==> config.mk <==
export PLATFORM = sky130hd
export DESIGN_NAME = clock_set_ctrl
export DESIGN_NICKNAME = d
export VERILOG_FILES = /design/src/rtl/clock_set_ctrl.sv
export SDC_FILE = /design/constraint.sdc
export NUM_CORES = 1
export LEC_CHECK = 0
export CORE_MARGIN = 2
export CORE_UTILIZATION = 45
export CTS_CLUSTER_SIZE = 16
export DETAILED_ROUTE_END_ITERATION = 8
export GPL_ROUTABILITY_DRIVEN = 0
export PLACE_DENSITY = 0.69
export SYNTH_ARGS = -nofsm -noshare
export SYNTH_HDL_FRONTEND = slang
export SYNTH_SLANG_ARGS = --single-unit
==> constraint.sdc <==
create_clock -name pCLK -period 2.85 [get_ports pCLK]
set_input_delay 0.57 -clock pCLK [delete_from_list [all_inputs] [get_ports pCLK]]
set_output_delay 0.57 -clock pCLK [all_outputs]
set_load 0.02 [all_outputs]
==> src/rtl/clock_set_ctrl.sv <==
// rtl/clock_set_ctrl.sv - tick divider, button debounce/auto-repeat and RUN/SET mode control
// for the clock counter chain; all strobes are registered single-cycle pulses.
module clock_set_ctrl #(
    parameter int TICK_DIV      = 8000000,
    parameter int FAST_DIV      = 8000,
    parameter int DEB_CYCLES    = 160000,
    parameter int REPEAT_DELAY  = 4000000,
    parameter int REPEAT_PERIOD = 1600000,
    parameter int BLINK_DIV     = 4000000
) (
    input  logic       pCLK,
    input  logic       nRST,
    input  logic       btn_mode,
    input  logic       btn_inc,
    input  logic       run_en,
    input  logic       fast_en,
    output logic       tick_1hz,
    output logic       min_inc,
    output logic       hour_inc,
    output logic       sec_clr,
    output logic [1:0] mode,
    output logic       blank_hour,
    output logic       blank_min
);

    localparam int CW = $clog2(TICK_DIV);
    localparam int DW = $clog2(DEB_CYCLES + 1);
    localparam int RW = $clog2(REPEAT_DELAY + 1);
    localparam int BW = $clog2(BLINK_DIV + 1);

    localparam logic [CW-1:0] TICK_LAST   = CW'(TICK_DIV - 1);
    localparam logic [CW-1:0] FAST_LAST   = CW'(FAST_DIV - 1);
    localparam logic [DW-1:0] DEB_LAST    = DW'(DEB_CYCLES - 1);
    localparam logic [RW-1:0] DELAY_LAST  = RW'(REPEAT_DELAY - 1);
    localparam logic [RW-1:0] PERIOD_LAST = RW'(REPEAT_PERIOD - 1);
    localparam logic [BW-1:0] BLINK_LAST  = BW'(BLINK_DIV - 1);

    localparam logic [1:0] S_RUN  = 2'b00;
    localparam logic [1:0] S_HOUR = 2'b01;
    localparam logic [1:0] S_MIN  = 2'b10;

    // bit order: 0 MODE, 1 INC, 2 run_en, 3 fast_en
    logic [3:0] sync1, sync2;

    always_ff @(posedge pCLK or negedge nRST) begin
        if (!nRST) begin
            sync1 <= '0;
            sync2 <= '0;
        end else begin
            sync1 <= {fast_en, run_en, btn_inc, btn_mode};
            sync2 <= sync1;
        end
    end

    logic [1:0] deb, deb_d, rise;

    for (genvar i = 0; i < 2; i++) begin : g_deb
        logic [DW-1:0] cnt;
        logic          lvl, lvl_d;

        always_ff @(posedge pCLK or negedge nRST) begin
            if (!nRST) begin
                cnt   <= '0;
                lvl   <= 1'b0;
                lvl_d <= 1'b0;
            end else begin
                lvl_d <= lvl;
                if (sync2[i] == lvl) begin
                    cnt <= '0;
                end else if (cnt == DEB_LAST) begin
                    lvl <= sync2[i];
                    cnt <= '0;
                end else begin
                    cnt <= cnt + 1'b1;
                end
            end
        end

        assign deb[i]   = lvl;
        assign deb_d[i] = lvl_d;
        assign rise[i]  = lvl & ~lvl_d;
    end

    // INC auto-repeat: first interval is the long delay, later ones the short period
    logic [RW-1:0] rep_cnt;
    logic          rep_first;
    logic [RW-1:0] rep_last;
    logic          inc_held, rep_hit;

    assign inc_held = deb[1] & deb_d[1];
    assign rep_last = rep_first ? DELAY_LAST : PERIOD_LAST;
    assign rep_hit  = inc_held & (rep_cnt == rep_last);

    always_ff @(posedge pCLK or negedge nRST) begin
        if (!nRST) begin
            rep_cnt   <= '0;
            rep_first <= 1'b0;
        end else if (rise[1]) begin
            rep_cnt   <= '0;
            rep_first <= 1'b1;
        end else if (inc_held) begin
            if (rep_hit) begin
                rep_cnt   <= '0;
                rep_first <= 1'b0;
            end else begin
                rep_cnt <= rep_cnt + 1'b1;
            end
        end
    end

    logic       mode_press, inc_press;
    logic [1:0] state;
    logic       leave_set, enter_set;

    assign mode_press = rise[0];
    assign inc_press  = rise[1] | rep_hit;
    assign leave_set  = mode_press & (state == S_MIN);
    assign enter_set  = mode_press & ((state == S_RUN) | (state == S_HOUR));

    // Greater-or-equal so a switch to the fast divisor wraps at once
    logic [CW-1:0] div_cnt, div_last;
    logic          div_tick;

    assign div_last = sync2[3] ? FAST_LAST : TICK_LAST;
    assign div_tick = div_cnt >= div_last;

    always_ff @(posedge pCLK or negedge nRST) begin
        if (!nRST) begin
            div_cnt <= '0;
        end else if (div_tick | leave_set) begin
            div_cnt <= '0;
        end else begin
            div_cnt <= div_cnt + 1'b1;
        end
    end

    always_ff @(posedge pCLK or negedge nRST) begin
        if (!nRST) begin
            state    <= S_RUN;
            tick_1hz <= 1'b0;
            hour_inc <= 1'b0;
            min_inc  <= 1'b0;
            sec_clr  <= 1'b0;
        end else begin
            tick_1hz <= div_tick & sync2[2] & (state == S_RUN);
            hour_inc <= ~mode_press & inc_press & (state == S_HOUR);
            min_inc  <= ~mode_press & inc_press & (state == S_MIN);
            sec_clr  <= leave_set;
            if (mode_press) begin
                case (state)
                    S_RUN:   state <= S_HOUR;
                    S_HOUR:  state <= S_MIN;
                    default: state <= S_RUN;
                endcase
            end
        end
    end

    logic [BW-1:0] blink_cnt;
    logic          phase;

    always_ff @(posedge pCLK or negedge nRST) begin
        if (!nRST) begin
            blink_cnt <= '0;
            phase     <= 1'b0;
        end else if (enter_set) begin
            blink_cnt <= '0;
            phase     <= 1'b0;
        end else if (blink_cnt == BLINK_LAST) begin
            blink_cnt <= '0;
            phase     <= ~phase;
        end else begin
            blink_cnt <= blink_cnt + 1'b1;
        end
    end

    // Digits stay lit while INC is held so the value is visible as it changes
    assign mode       = state;
    assign blank_hour = (state == S_HOUR) & phase & ~deb[1];
    assign blank_min  = (state == S_MIN) & phase & ~deb[1];

endmodule

# Yosys cells after proc, flatten, opt, wreduce, memory -nomap -nowiden

Cells that the tools add are included.

Bits in registers: 123
Output and inout bits: 8
Word-level logic and storage cells: 82
Input port bits: 6

Magnitude comparators: 1
Bitwise logic cells: 25
$add $sub $neg: 5
Multiplexer cells: 18
Reduce and logical (&&, ||, !) cells: 7
Equal/unequal tests: 8

Operators with widths:

| kind                                                 | number |
|---|---|
| 2-to-1 mux 22 bit                                    | 6 |
| 2-to-1 mux 18 bit                                    | 4 |
| 2-to-1 mux 23 bit                                    | 2 |
| adder 22 x 1 -> 22 bit (second input constant)       | 2 |
| adder 18 x 1 -> 18 bit (second input constant)       | 2 |
| equality test 18 bit (second input constant)         | 2 |
| adder 23 x 1 -> 23 bit (second input constant)       | 1 |
| greater-or-equal comparator 23 bit                   | 1 |
| equality test 22 bit                                 | 1 |
| equality test 22 bit (second input constant)         | 1 |
| bitwise AND 1 bit                                    | 15 |
| NOT 1 bit                                            | 7 |
| AND reduction 2 bit                                  | 3 |
| nonzero test 2 bit                                   | 3 |
| 2-to-1 mux 1 bit                                     | 5 |
| one-hot mux 2 bit (2 select lines)                   | 1 |
| bitwise OR 1 bit                                     | 3 |
| equality test 1 bit                                  | 2 |
| equality test 2 x 1 -> 1 bit (second input constant) | 1 |
| equality test 2 bit (second input constant)          | 1 |
| zero test 2 bit                                      | 1 |

# Longest topological paths before layout

Word-level depth: 6
Depth in mapped cells: 9
Mapped depth without buffers: 7

# Worst setup path before layout

OpenSTA, ideal clock, no wires.

Path kind: register to register
Start point: register g_deb[0].cnt[0]
End point: register g_deb[0].cnt[10]
Path buffers: 3
Data arrival time: 1.816 ns
Period minus slack after synthesis: 1.887 ns
Data required time: 2.779 ns
Cell stages (with the launch flop): 10
Setup slack: 0.963 ns
Cell sequence: dfrtp_1 -> ha_1 -> and3_1 -> and3_1 -> buf_6 -> and4_1 -> or2_1 -> buf_6 -> buf_6 -> nor2_1

Cells in the longest elaborated chain, start to end: 3

RTL lines:

| element                                                               | RTL line | source |
|---|---|---|
| start: declaration                                                    | 58       | `logic [DW-1:0] cnt;` |
| start signal: assignment                                              | 74       | `cnt <= cnt + 1'b1;` |
| adder 18 x 1 -> 18 bit / equality test 18 bit (equally long branches) | 74, 70   |  |
| 2-to-1 mux 18 bit *                                                   | 70       | `end else if (cnt == DEB_LAST) begin` |
| 2-to-1 mux 18 bit *                                                   | 68       | `if (sync2[i] == lvl) begin` |

Every way passes the cells marked *; elsewhere a longest branch is shown, timed or not.
A chain may end at the register's enable or synchronous reset.

# Worst setup path in the final report

Start point: register g_deb[1].lvl
End point: output blank_hour

Cells in the longest elaborated chain, start to end: 2

RTL lines:

| element                  | RTL line | source |
|---|---|---|
| start: declaration       | 59       | `logic lvl, lvl_d;` |
| start signal: assignment | 71       | `lvl <= sync2[i];` |
| NOT 1 bit                | 179      | `assign blank_hour = (state == S_HOUR) & phase & ~deb[1];` |
| bitwise AND 1 bit        | 179      |  |
| end: declaration         | 22       | `output logic blank_hour,` |

No other way between the ends.

==> flow_summary.toml <==
[setup_path]
critical_path_arrival_ns = 2.04
r2r_start = "sync2[3]"
r2r_slack_ns = 0.28
cpLargestDelayFamily = "buffers and inverters"
critPathCaptureType = "output port"
slowest_stage = "clkdlybuf4s50_1"
worstPathRequired_ns = 2.28
cp_max_fo = 12
rr_worst_depth = 7
cp.depth = 4
cpPeakStageDelay_ns = 0.66
cp-start-kind = "flip-flop"
worstSetupStartpoint = "g_deb[1].lvl"
crit_path_cell_trace = "inv_1, nand2_1, nor2_1, clkdlybuf4s50_1"
path_class = "flip-flop to output port"
crit_end = "blank_hour"
crit_buf_inv = 2
r2r_end = "tick_1hz"

[cts]
htreeDepth = 4
cts_resized = 0
cts_hold_buf = 0
cts_tree = "done"
cts_setup_buffers = 0
ctsRootBufferMaster = "clkbuf_16"
clkTransAtPathRegs_ns = 0.05
cts_buffer_depth = 2
cts_buffers = 17
clock-sinks = 123
clk_latency_ns = 0.41

[finish]
n_fill_cell = 1170
layout.nets = 632
layout-drive-gt1-share_pct = 7.235
fin_util_pct = 51.98
diodes = 0
area.growth.synth_to_final_pct = 13.57

[synthesis]
synth_ff_type = "dfrtp_1"
synth.net_count = 616
synth_edf_count = 0
synth_warnings = 0
yosysTopAreaCell = "dfrtp_1"
synth_seq_area_share_pct = 51.19
ys_seq_elements = 123
ys_types = 47
yosys-top-cells-area = "dfrtp_1 51%, xor2_1 7.6%, nor2_1 6.0%"
synthArstFlopShare_pct = 100.0
syn_area_mm2 = 0.006013
synthCells = 595
yosysTopAreaCellShare_pct = 51.19
avgSynthCellArea_um2 = 10.11

[die]
die_h_um = 119.6
boundaryPins = 14
num_rows = 42
core_region_area_mm2 = 0.01314
start_util_pct = 45.77
die-area_mm2 = 0.01430
chipWidth_um = 119.6

[sta]
final.setup.tns_ns = 0
worst_slack_ns = 0.2447
setup-violations-final = 0
worst-slew-pin-transition_ns = 1.035
rsz0062_at_grt = "false"
fmax_ghz = 0.3838
fin_skew_ns = 0.006194
slew_headroom_pct = 30.82
hold_violations = 0
fin_crit_ns = 2.605
drv_slew = 0
finalCritPeriodShare_pct = 91.41

[route]
vias = 4209
via_per_inst = 5.274
wl_per_cell_um = 13.77
drc = 0
antenna_left = 0
drt-total-wl_mm = 10.99
first_iter_violations = 304
dr.pass1.iters = 4

[global_route]
grt_use_total_pct = 16.90
grt_pass1_vias = 4268
grt_max_degree = 63
antenna_found_initial = 0
grt_overflow = 0
grt_pass1_wl_mm = 19.58

[hold_path]
hold_class = "input port to async pin"

[power_and_ir_drop]
p_leak_nw = 2.998
pwr_density_cell_mw_per_mm2 = 573.6
total_power_mw = 3.917
max-vdd-ir-drop_mv = 0.4649

[placed_design]
hpwlAfterDp_mm = 7.331
dpl_worst_slack_ns = 0.3330
io_buffers = 13

[outcome]
outcome = "finished clean"

[run]
max_cap_viol_count = 0
worst register-to-register path, cell delays in order, from the launching register on:
cell and delay (ns):
dfrtp_1 0.50, inv_1 0.14, ha_1 0.33, nand4_1 0.13, o21ai_0 0.20, a311oi_1 0.09
o211ai_2 0.83, and3_1 0.29
power breakdown:
part | switching, mW | internal [mW] | total (mW) | leakage [nW]
Combinational | 0.0526 | 0.0218 | 0.0744 | 1.04
Clock | 0.711 | 1.36 | 2.07 | 0.287
Sequential | 0.0103 | 1.76 | 1.77 | 1.67
Total | 0.774 | 3.14 | 3.92 | 3.00
state kept, by name (all words and copies together), names as in the netlist:
name	cells
hour_inc	1
div_cnt	23
rep_cnt	22
min_inc	1
sync1	4
g_deb.lvl	2
rep_first	1
mode	2
g_deb.cnt	36
sync2	4
tick_1hz	1
g_deb.lvl_d	2
sec_clr	1
blink_cnt	22
phase	1
final cells by class:
type                    instances  area (um^2)  area share [%]
clock buffers                  22        484.2           7.091
clock inverters                 8        92.59           1.356
repair buffers                 16        162.7           2.382
inverters                      12        45.04          0.6596
multi-input cells             441         2746           40.22
flip-flops and latches        123         3078           45.07
well taps                     176        220.2           3.225
how the worst min path moves through the flow:
stage / from / to / slack [ns] / cells past startpoint
detailed placement: sync1[1] / sync2[1] / 0.34 / 0
finish: nRST / hour_inc / 0.16 / 1
global placement: sync1[1] / sync2[1] / 0.34 / 0
CTS: nRST / min_inc / 0.16 / 1
global route: nRST / min_inc / 0.19 / 1
floorplan: nRST / blink_cnt[0] / 0.27 / 0
routing by layer:
layer	part of all wire (%)	wire (um)	GRT usage [%]
met3	3.1	344	4.325
met1	47	5166	21.45
met5	0	0	0
met4	1.5	163	6.691
met2	48	5314	27.75
metrics by stage:
stage	std cells	hold slack [ns]	area (um^2)
CTS	798	0.1634	6829
global route	798	0.1927	6829
global placement	768	0.3379	6252
finish	798	0.1559	6829
detailed placement	768	0.3393	6252
floorplan	595	0.2744	6013
cell usage in the layout (no fill, tap or decap), drive strengths merged, types with 3 or more instances in the layout:
cell type	instances
a21oi	5
and2	5
and3	16
and4	13
buf	4
clkbuf	22
clkdlybuf4s50	12
clkinv	5
dfrtp	123
ha	15
inv	12
nand2	38
nand2b	5
nand3	34
nand4	33
nor2	96
nor3	43
nor4	6
o21ai	9
or2	5
or3	3
xnor2	41
xor2	52
synth_stat cells, drive strengths merged (3+ instances only):
| master | count |
|---|---|
| and4 | 13 |
| o21ai | 9 |
| nand4 | 33 |
| nand2 | 38 |
| a21oi | 5 |
| nor2 | 96 |
| clkbuf | 4 |
| or2 | 5 |
| inv | 12 |
| nor3 | 43 |
| xor2 | 52 |
| nand2b | 5 |
| and3 | 16 |
| xnor2 | 41 |
| ha | 15 |
| nand3 | 34 |
| dfrtp | 123 |
| or3 | 3 |
| buf | 15 |
| and2 | 5 |
| nor4 | 6 |
cell families after synthesis:
| logic type | count (synthesis) | synth area share (%) |
|---|---|---|
| flops | 123 | 51.19 |
| mux | 2 | 0.3745 |
| compound gates | 24 | 2.663 |
| buf+inv | 31 | 3.142 |
| fa+ha+maj | 15 | 3.121 |
| simple gates | 307 | 25.97 |
| xor+xnor | 93 | 13.55 |
No activity file was read; power rests on OpenSTA's default activity.
